### src/rtl/pipeline_hazard_ctrl_if.sv
// Hazard-controller bundle: hazard sources from ID/EX/MEM and the D-cache,
// plus the stall/flush controls and performance counters sent back to the pipeline.
interface pipeline_hazard_ctrl_if #(
  parameter int unsigned CNT_W = 32
);
  logic [4:0]       ID_rs1_i;
  logic [4:0]       ID_rs2_i;
  logic [4:0]       EX_rd_i;
  logic             EX_MemRead_i;
  logic             ID_branch_taken_i;
  logic             MEM_MemRead_i;
  logic             MEM_MemWrite_i;
  logic             dcache_miss_i;
  logic             dcache_ready_i;
  logic             pc_write_o;
  logic             stall_o;
  logic             flush_o;
  logic             bubble_o;
  logic             cpu_stall_o;
  logic             err_o;
  logic [CNT_W-1:0] loaduse_cnt_o;
  logic [CNT_W-1:0] flush_cnt_o;
  logic [CNT_W-1:0] miss_cyc_o;

  // Pipeline side: supplies hazard sources and consumes the controls.
  modport master (
    output ID_rs1_i, ID_rs2_i, EX_rd_i, EX_MemRead_i, ID_branch_taken_i,
           MEM_MemRead_i, MEM_MemWrite_i, dcache_miss_i, dcache_ready_i,
    input  pc_write_o, stall_o, flush_o, bubble_o, cpu_stall_o, err_o,
           loaduse_cnt_o, flush_cnt_o, miss_cyc_o
  );

  // Controller side.
  modport slave (
    input  ID_rs1_i, ID_rs2_i, EX_rd_i, EX_MemRead_i, ID_branch_taken_i,
           MEM_MemRead_i, MEM_MemWrite_i, dcache_miss_i, dcache_ready_i,
    output pc_write_o, stall_o, flush_o, bubble_o, cpu_stall_o, err_o,
           loaduse_cnt_o, flush_cnt_o, miss_cyc_o
  );
endinterface

### src/rtl/pipeline_hazard_ctrl.sv
// Central hazard/stall sequencer: load-use stall, branch flush, D-cache miss
// freeze with watchdog, and saturating performance counters.
module pipeline_hazard_ctrl #(
  parameter int unsigned CNT_W        = 32,
  parameter int unsigned MISS_TIMEOUT = 1024,
  parameter int unsigned TO_W         = 11
) (
  input logic                    clk_i,
  input logic                    rst_i,
  pipeline_hazard_ctrl_if.slave  hz
);

  typedef enum logic [1:0] {
    S_IDLE,
    S_MISS,
    S_RESUME
  } state_t;

  state_t           state_q, state_d;
  logic             lu;
  logic             macc;
  logic             cpu_stall;
  logic             pc_write, stall, flush, bubble;
  logic [TO_W-1:0]  wd_q;
  logic             err_q;
  logic [CNT_W-1:0] loaduse_cnt_q, flush_cnt_q, miss_cyc_q;

  assign lu   = hz.EX_MemRead_i && (hz.EX_rd_i != 5'd0) &&
                ((hz.EX_rd_i == hz.ID_rs1_i) || (hz.EX_rd_i == hz.ID_rs2_i));
  assign macc = hz.MEM_MemRead_i || hz.MEM_MemWrite_i;

  // Miss FSM state register.
  always_ff @(posedge clk_i or posedge rst_i) begin
    if (rst_i) state_q <= S_IDLE;
    else       state_q <= state_d;
  end

  // Next state and global freeze; the freeze starts in the detect cycle and
  // RESUME ignores the stale miss of the instruction now completing.
  always_comb begin
    state_d   = state_q;
    cpu_stall = 1'b0;
    case (state_q)
      S_IDLE: begin
        if (macc && hz.dcache_miss_i) begin
          cpu_stall = 1'b1;
          state_d   = S_MISS;
        end
      end
      S_MISS: begin
        cpu_stall = 1'b1;
        if (hz.dcache_ready_i) state_d = S_RESUME;
      end
      S_RESUME: state_d = S_IDLE;
      default:  state_d = S_IDLE;
    endcase
  end

  // Control arbitration: freeze beats load-use, load-use beats branch flush.
  always_comb begin
    pc_write = 1'b0;
    stall    = 1'b0;
    flush    = 1'b0;
    bubble   = 1'b0;
    if (cpu_stall) begin
      pc_write = 1'b0;
    end else if (lu) begin
      stall  = 1'b1;
      bubble = 1'b1;
    end else if (hz.ID_branch_taken_i) begin
      flush    = 1'b1;
      pc_write = 1'b1;
    end else begin
      pc_write = 1'b1;
    end
  end

  // Miss watchdog: counts MISS cycles, pins at the timeout and raises a sticky error.
  always_ff @(posedge clk_i or posedge rst_i) begin
    if (rst_i) begin
      wd_q  <= '0;
      err_q <= 1'b0;
    end else if (state_q == S_IDLE && state_d == S_MISS) begin
      wd_q <= '0;
    end else if (state_q == S_MISS && wd_q != TO_W'(MISS_TIMEOUT)) begin
      wd_q <= wd_q + TO_W'(1);
      if (wd_q == TO_W'(MISS_TIMEOUT - 1)) err_q <= 1'b1;
    end
  end

  // Saturating performance counters.
  always_ff @(posedge clk_i or posedge rst_i) begin
    if (rst_i) begin
      loaduse_cnt_q <= '0;
      flush_cnt_q   <= '0;
      miss_cyc_q    <= '0;
    end else begin
      if (lu && !cpu_stall && loaduse_cnt_q != '1) loaduse_cnt_q <= loaduse_cnt_q + CNT_W'(1);
      if (flush && flush_cnt_q != '1)              flush_cnt_q   <= flush_cnt_q + CNT_W'(1);
      if (cpu_stall && miss_cyc_q != '1)           miss_cyc_q    <= miss_cyc_q + CNT_W'(1);
    end
  end

  assign hz.pc_write_o    = pc_write;
  assign hz.stall_o       = stall;
  assign hz.flush_o       = flush;
  assign hz.bubble_o      = bubble;
  assign hz.cpu_stall_o   = cpu_stall;
  assign hz.err_o         = err_q;
  assign hz.loaduse_cnt_o = loaduse_cnt_q;
  assign hz.flush_cnt_o   = flush_cnt_q;
  assign hz.miss_cyc_o    = miss_cyc_q;

endmodule

### src/flat_wrapper.sv
// flat-port wrapper written by rule: the top's interface ports become plain ports
module pipeline_hazard_ctrl_flat 
#(
  parameter int unsigned CNT_W        = 32,
  parameter int unsigned MISS_TIMEOUT = 1024,
  parameter int unsigned TO_W         = 11
)
  (clk_i, rst_i, hz_ID_rs1_i, hz_ID_rs2_i, hz_EX_rd_i, hz_EX_MemRead_i, hz_ID_branch_taken_i, hz_MEM_MemRead_i, hz_MEM_MemWrite_i, hz_dcache_miss_i, hz_dcache_ready_i, hz_pc_write_o, hz_stall_o, hz_flush_o, hz_bubble_o, hz_cpu_stall_o, hz_err_o, hz_loaduse_cnt_o, hz_flush_cnt_o, hz_miss_cyc_o);
  pipeline_hazard_ctrl_if #(.CNT_W(CNT_W)) hz_i ();
  input logic clk_i;
  input logic rst_i;
  input wire logic [$bits(hz_i.ID_rs1_i)-1:0] hz_ID_rs1_i;
  input wire logic [$bits(hz_i.ID_rs2_i)-1:0] hz_ID_rs2_i;
  input wire logic [$bits(hz_i.EX_rd_i)-1:0] hz_EX_rd_i;
  input wire logic [$bits(hz_i.EX_MemRead_i)-1:0] hz_EX_MemRead_i;
  input wire logic [$bits(hz_i.ID_branch_taken_i)-1:0] hz_ID_branch_taken_i;
  input wire logic [$bits(hz_i.MEM_MemRead_i)-1:0] hz_MEM_MemRead_i;
  input wire logic [$bits(hz_i.MEM_MemWrite_i)-1:0] hz_MEM_MemWrite_i;
  input wire logic [$bits(hz_i.dcache_miss_i)-1:0] hz_dcache_miss_i;
  input wire logic [$bits(hz_i.dcache_ready_i)-1:0] hz_dcache_ready_i;
  output wire logic [$bits(hz_i.pc_write_o)-1:0] hz_pc_write_o;
  output wire logic [$bits(hz_i.stall_o)-1:0] hz_stall_o;
  output wire logic [$bits(hz_i.flush_o)-1:0] hz_flush_o;
  output wire logic [$bits(hz_i.bubble_o)-1:0] hz_bubble_o;
  output wire logic [$bits(hz_i.cpu_stall_o)-1:0] hz_cpu_stall_o;
  output wire logic [$bits(hz_i.err_o)-1:0] hz_err_o;
  output wire logic [$bits(hz_i.loaduse_cnt_o)-1:0] hz_loaduse_cnt_o;
  output wire logic [$bits(hz_i.flush_cnt_o)-1:0] hz_flush_cnt_o;
  output wire logic [$bits(hz_i.miss_cyc_o)-1:0] hz_miss_cyc_o;
  assign hz_i.ID_rs1_i = hz_ID_rs1_i;
  assign hz_i.ID_rs2_i = hz_ID_rs2_i;
  assign hz_i.EX_rd_i = hz_EX_rd_i;
  assign hz_i.EX_MemRead_i = hz_EX_MemRead_i;
  assign hz_i.ID_branch_taken_i = hz_ID_branch_taken_i;
  assign hz_i.MEM_MemRead_i = hz_MEM_MemRead_i;
  assign hz_i.MEM_MemWrite_i = hz_MEM_MemWrite_i;
  assign hz_i.dcache_miss_i = hz_dcache_miss_i;
  assign hz_i.dcache_ready_i = hz_dcache_ready_i;
  assign hz_pc_write_o = hz_i.pc_write_o;
  assign hz_stall_o = hz_i.stall_o;
  assign hz_flush_o = hz_i.flush_o;
  assign hz_bubble_o = hz_i.bubble_o;
  assign hz_cpu_stall_o = hz_i.cpu_stall_o;
  assign hz_err_o = hz_i.err_o;
  assign hz_loaduse_cnt_o = hz_i.loaduse_cnt_o;
  assign hz_flush_cnt_o = hz_i.flush_cnt_o;
  assign hz_miss_cyc_o = hz_i.miss_cyc_o;
  pipeline_hazard_ctrl #(.CNT_W(CNT_W), .MISS_TIMEOUT(MISS_TIMEOUT), .TO_W(TO_W)) u_core (.clk_i(clk_i), .rst_i(rst_i), .hz(hz_i));
endmodule
### config.mk
export PLATFORM = sky130hd
export DESIGN_NAME = pipeline_hazard_ctrl_flat
export DESIGN_NICKNAME = d
export VERILOG_FILES = /design/src/rtl/pipeline_hazard_ctrl_if.sv /design/src/rtl/pipeline_hazard_ctrl.sv /design/src/flat_wrapper.sv
export SDC_FILE = /design/constraint.sdc
export NUM_CORES = 1
export LEC_CHECK = 0
export CAP_MARGIN = 20
export CORE_UTILIZATION = 45
export CTS_CLUSTER_DIAMETER = 40
export DETAILED_ROUTE_END_ITERATION = 16
export HOLD_SLACK_MARGIN = 0.06
export PLACE_DENSITY = 0.73
export REMOVE_ABC_BUFFERS = 1
export SKIP_CTS_REPAIR_TIMING = 1
export SLEW_MARGIN = 20
export SYNTH_ARGS = -nofsm -noshare
export SYNTH_HDL_FRONTEND = slang
export SYNTH_SLANG_ARGS = --single-unit
export TNS_END_PERCENT = 20
### constraint.sdc
create_clock -name clk_i -period 8.5 [get_ports clk_i]
set_clock_uncertainty 0.2 [all_clocks]
set_input_delay 1.7 -clock clk_i [delete_from_list [all_inputs] [get_ports clk_i]]
set_output_delay 1.7 -clock clk_i [all_outputs]
set_load 0.01 [all_outputs]
==> results of run 1 <==
-- cell usage after synthesis, types with 7 or more instances --
cell type | count | share of area (%)
nand3_1 | 41 | 3.7
dfrtp_1 | 110 | 50
buf_2 | 7 | 0.63
xnor2_1 | 72 | 11
inv_1 | 15 | 1.0
and4_1 | 8 | 1.3
nand2_1 | 34 | 2.3
xor2_1 | 39 | 6.2
nor2_1 | 25 | 1.7
nor3_1 | 22 | 2.0
nor4_1 | 12 | 1.4
and3_1 | 19 | 2.2
nand4_1 | 54 | 6.1
-- registers in the layout, indices dropped and copies added (netlist names) --
signal	flops
u_core.state_q	2
u_core.hz.miss_cyc_o	32
u_core.hz.err_o	1
u_core.hz.flush_cnt_o	32
u_core.hz.loaduse_cnt_o	32
u_core.wd_q	11
-- metal layers --
layer | global-route usage [%] | part of all wire [%] | vias to the layer above | wire length [µm]
met5 | 0 | 0 | - | 0
met3 | 6.16 | 6.4 | 13 | 831
li1 | - | - | 2114 | -
met2 | 35.9 | 48 | 139 | 6300
met1 | 28.4 | 44 | 2206 | 5750
met4 | 6.40 | 1.2 | 0 | 162
-- through the flow --
step                util, %  hold WS, ns
floorplan                 -        0.266
global placement       57.4        0.264
detailed placement     57.4        0.265
CTS                    60.1        0.292
global route           60.2        0.313
finish                 60.2        0.282
-- worst paths after layout --
check | start | end | slack (ns) | cells past startpoint
max | hz_MEM_MemWrite_i | hz_flush_o | 2.48 | 8
min | u_core.hz.err_o | u_core.hz.err_o | 0.28 | 1
max reg2reg | u_core.hz.miss_cyc_o[0] | u_core.hz.miss_cyc_o[1] | 5.80 | 6
min reg2reg | u_core.hz.err_o | u_core.hz.err_o | 0.28 | 1
max in group asynchronous | rst_i | u_core.hz.err_o | 5.26 | 3
min in group asynchronous | rst_i | u_core.hz.loaduse_cnt_o[0] | 1.56 | 2
-- cell families after synthesis --
group / Yosys count / synth area share, %
AO/OA/AOI/OAI: 17 / 2.36
buffers and inverters: 29 / 2.27
flip-flops: 110 / 49.8
XOR/XNOR: 111 / 17.6
AND/OR/NAND/NOR: 251 / 26.2
multiplexers: 3 / 0.612
adder cells (fa/ha/maj): 5 / 1.13
-- critical path: cells and delay by family --
family / cells / cell delay, ns
compound gates: 3 / 0.86
simple gates: 1 / 0.23
buf+inv: 4 / 1.32
-- area by class of cell --
type	instances	share of cell area, %
tap	147	2.54
timing repair buffer	125	17.3
clock inverter	3	0.935
sequential	110	38.1
clock buffer	12	3.55
multi-input combinational	387	36.8
inverter	15	0.813
-- where the power goes --
group          internal (µW)  switching (µW)
Sequential               564            52.7
Combinational            122             120
Clock                    273             191
Total                    959             363
==> run_results.csv, run 1 <==
group,metric,value,unit
routing,wl_per_cell,16.3,µm
power_and_ir_drop,power_leakage,0.00301,µW
setup_path,critPathLaunchType,"primary input",
global_route,grt_overflow,0,
die,die_y,113,µm
routing,drcViolationCount,0,
setup_path,worst-setup-path-type,"primary input to output port",
global_route,grt_pass1_wl,22.3,mm
placed_design,place_area,6890,µm²
clocking,cts_buffers,9,
routing,vias,4472,
logic_synthesis,synthArstFlopShare,100,%
logic_synthesis,synth-seq-cells,110,
routing,vias_per_cell,5.60,
die,dieArea,12700,µm²
setup_path,cp.arrival,4.12,ns
layout,regArea,2750,µm²
placed_design,gp_congestion,0.824,
die,die_x,113,µm
logic_synthesis,yosys_warnings,0,
timing,max_slew_margin,39.7,%
clocking,clk_pin_slew,0.06,ns
global_route,grt_pass1_vias,4508,
routing,wl,13.0,mm
timing,setup_ws,2.48,ns
clocking,cts_tree,"done",
die,num_io_pins,125,
setup_path,path_cells,"clkdlybuf4s50_1 -> o21ai_1 -> a21o_1 -> inv_1 -> nor2_2 -> o21ai_2 -> inv_1 -> clkdlybuf4s50_1",
logic_synthesis,synth.yosys.seq_area_share,49.8,%
clocking,clockRootBuffer,"clkbuf_16",
timing,slew_viol_final,0,
layout,final_common_cell,"clkdlybuf4s50_1",
die,core,12000,µm²
timing,timing.fmax,0.166,GHz
power_and_ir_drop,totalPowerFinal,1320,µW
routing,ant_nets,0,
timing,worst_pin_slew,0.905,ns
placed_design,pre_cts_ws,2.55,ns
logic_synthesis,netlist_instances,526,
setup_path,cp.required,6.60,ns
placed_design,io_buffers,124,
timing,fin_crit,6.02,ns
timing,setup_viol,0,
logic_synthesis,syn_area,5520,µm²
logic_synthesis,syn_avg_cell_area,10.5,µm²
placed_design,dp.cells,784,
flow_run,cap_violations,0,
setup_path,crit_path_max_fanout,12,
power_and_ir_drop,power.density,183,nW/µm²
layout,drive_gt1_share,5.98,%
global_route,grt_usage,21.9,%
layout,diodes,0,
layout,multiInputGateArea,2660,µm²
die,initial_utilization,46.0,%
clocking,cts_sinks,110,
timing,setup-tns-final,0,ns
setup_path,critPathSlowestCell,"clkdlybuf4s50_1",
clocking,cts_buffer_depth,2,
logic_synthesis,synthDistinctLibCells,53,
timing,rsz0062_at_grt,"no",
global_route,antenna_found_initial,0,
layout,stdcell_count,799,
die,num_rows,40,
setup_path,end_kind,"output port",
layout,syn_to_final_growth,30.9,%
logic_synthesis,synth_ff_type,"dfrtp_1",
layout,fillers,1003,
timing,period_share,70.8,%
layout,finalNetCount,676,
layout,final_area,7230,µm²
outcome,status,"completed",
placed_design,dp_hpwl,9.30,mm
logic_synthesis,synth_edf_count,0,
routing,first_iter_violations,167,
setup_path,critPathMaxStageDelay,0.53,ns
worst_hold_path,hp-class,"register to register",
power_and_ir_drop,ir_worst_vdd,0.172,mV
timing,hold_viol_final,0,
clocking,htree_levels,3,
routing,first_pass_iters,4,
clocking,clk_latency,0.35,ns
global_route,grt_max_degree,70,
layout,final_cell_mix,"clkdlybuf4s50_1, dfrtp_1, xnor2_1",
No activity file was read; power rests on OpenSTA's default activity.
==> run 2: changes to the inputs <==
==> constraint.sdc (replaced) <==
create_clock -name clk_i -period 5.8 [get_ports clk_i]
set_clock_uncertainty 0.2 [all_clocks]
set_input_delay 1.16 -clock clk_i [delete_from_list [all_inputs] [get_ports clk_i]]
set_output_delay 1.16 -clock clk_i [all_outputs]
set_load 0.01 [all_outputs]
==> run_results.csv, run 2 (synthesis results as in run 1) <==
group,metric,value,unit
worst_hold_path,hp-class,"register to register",
layout,final_cell_mix,"clkdlybuf4s50_1, dfrtp_1, xnor2_1",
setup_path,crit_buf_inv,2,
global_route,met2_usage,34.4,%
die,die_y,113,µm
layout,diodes,0,
timing,hold_viol_final,0,
setup_path,end_kind,"output port",
setup_path,cp.depth,6,
routing,first_pass_iters,4,
clocking,cts_buffer_depth,2,
routing,vias,4463,
timing,timing.fmax,0.209,GHz
timing,fin_crit,4.78,ns
timing,max_slew_margin,39.6,%
die,core,12000,µm²
routing,wl_per_cell,16.1,µm
clocking,clockRootBuffer,"clkbuf_16",
die,num_rows,40,
timing,rsz0062_at_grt,"no",
timing,setup-tns-final,0,ns
outcome,status,"completed",
placed_design,dp.cells,787,
power_and_ir_drop,power.density,271,nW/µm²
die,die_x,113,µm
setup_path,path_cells,"clkdlybuf4s50_1 -> o21ai_1 -> a21o_1 -> nand2b_1 -> nor2_1 -> clkdlybuf4s50_1",
clocking,clk_latency,0.35,ns
setup_path,path_delay_family,"buffers and inverters",
setup_path,cp.arrival,3.42,ns
clocking,cts_tree,"done",
routing,ant_nets,0,
layout,final_common_cell,"clkdlybuf4s50_1",
setup_path,cp.required,4.44,ns
die,initial_utilization,46.0,%
setup_path,cp_common_cell,"clkdlybuf4s50_1",
placed_design,io_buffers,124,
layout,drive_gt1_share,6.56,%
clocking,cts_buffers,9,
placed_design,gp_congestion,0.834,
timing,slew_viol_final,0,
layout,multiInputGateArea,2660,µm²
setup_path,critPathSlowestCell,"clkdlybuf4s50_1",
power_and_ir_drop,ir_worst_vdd,0.185,mV
die,num_io_pins,125,
global_route,grt_pass1_vias,4507,
layout,fillers,1012,
flow_run,cap_violations,0,
global_route,use_met1,28.1,%
routing,drcViolationCount,0,
die,dieArea,12700,µm²
global_route,grt_overflow,0,
global_route,use_met3,5.95,%
clocking,clk_pin_slew,0.07,ns
setup_path,crit_path_max_fanout,8,
setup_path,r2r_cells,7,
placed_design,dp_hpwl,9.23,mm
clocking,htree_levels,3,
clocking,cts_sinks,110,
layout,regArea,2750,µm²
routing,wl,12.9,mm
layout,syn_to_final_growth,31.4,%
global_route,antenna_found_initial,0,
setup_path,critPathMaxStageDelay,0.66,ns
routing,first_iter_violations,212,
global_route,grt_usage,21.8,%
global_route,grt_pass1_wl,21.9,mm
layout,finalNetCount,679,
setup_path,worst-setup-path-type,"primary input to output port",
power_and_ir_drop,power_leakage,0.00303,µW
global_route,grt_max_degree,73,
layout,stdcell_count,802,
global_route,grt_most_used_layer,"met2",
timing,worst_pin_slew,0.906,ns
routing,vias_per_cell,5.56,
timing,period_share,82.4,%
worst_hold_path,holdPathStages,1,
timing,setup_viol,0,
setup_path,critPathLaunchType,"primary input",
[run 2: changes by cell type in the layout (fill, tap and decap cells not counted), sizes merged]
cell / delta
buf: +3
clkbuf: -3
clkinv: +2
bufinv: +1
[run 2: final cells by class]
class	instances	share of cell area (%)
Inverter	15	0.810
Sequential cell	110	37.9
Multi-Input combinational cell	387	36.6
Timing Repair Buffer	128	17.5
Clock buffer	9	3.10
Tap cell	147	2.53
Clock inverter	6	1.53
[run 2: final timing paths]
check / endpoint / start / slack (ns)
setup / recovery: hz_bubble_o / hz_MEM_MemRead_i / 1.02
hold / removal: u_core.hz.miss_cyc_o[13] / u_core.hz.miss_cyc_o[13] / 0.29
setup reg to reg: u_core.hz.miss_cyc_o[19] / u_core.hz.miss_cyc_o[0] / 3.10
hold reg to reg: u_core.hz.miss_cyc_o[13] / u_core.hz.miss_cyc_o[13] / 0.29
max in group asynchronous: u_core.hz.err_o / rst_i / 3.19
min in group asynchronous: u_core.hz.miss_cyc_o[6] / rst_i / 1.13
[run 2: report_power, final]
| part | internal (µW) | leakage, µW | switching [µW] | total [µW] |
|---|---|---|---|---|
| registers | 826 | 0.00150 | 76.3 | 903 |
| logic | 182 | 0.00137 | 179 | 362 |
| clock network | 420 | 0.000161 | 281 | 700 |
[run 2: through the flow]
step	total power [µW]	hold WS [ns]	setup WS, ns	area [µm²]	utilization (%)
after detailed placement	1280	0.273	1.05	6920	57.6
after CTS	1980	0.292	1.03	7250	60.4
final	1960	0.287	1.02	7260	60.4
after global routing	2060	0.317	0.847	7260	60.4
after floorplan	1090	0.266	1.54	5450	-
after global placement	1260	0.276	1.08	6910	57.5
[run 2: worst reg2reg max path, stage by stage (launching register included)]
cell     delay [ns]
dfrtp_1        0.42
ha_1           0.22
and2_1         0.18
and4_1         0.27
and3_1         0.19
a21oi_2        0.68
nand4_1        0.22
xnor2_1        0.18
[run 2: routing by layer]
layer / share of wire [%] / wire length, µm
met1: 45 / 5830
met2: 47 / 6100
met3: 6.3 / 813
met4: 1.4 / 182
met5: 0 / 0
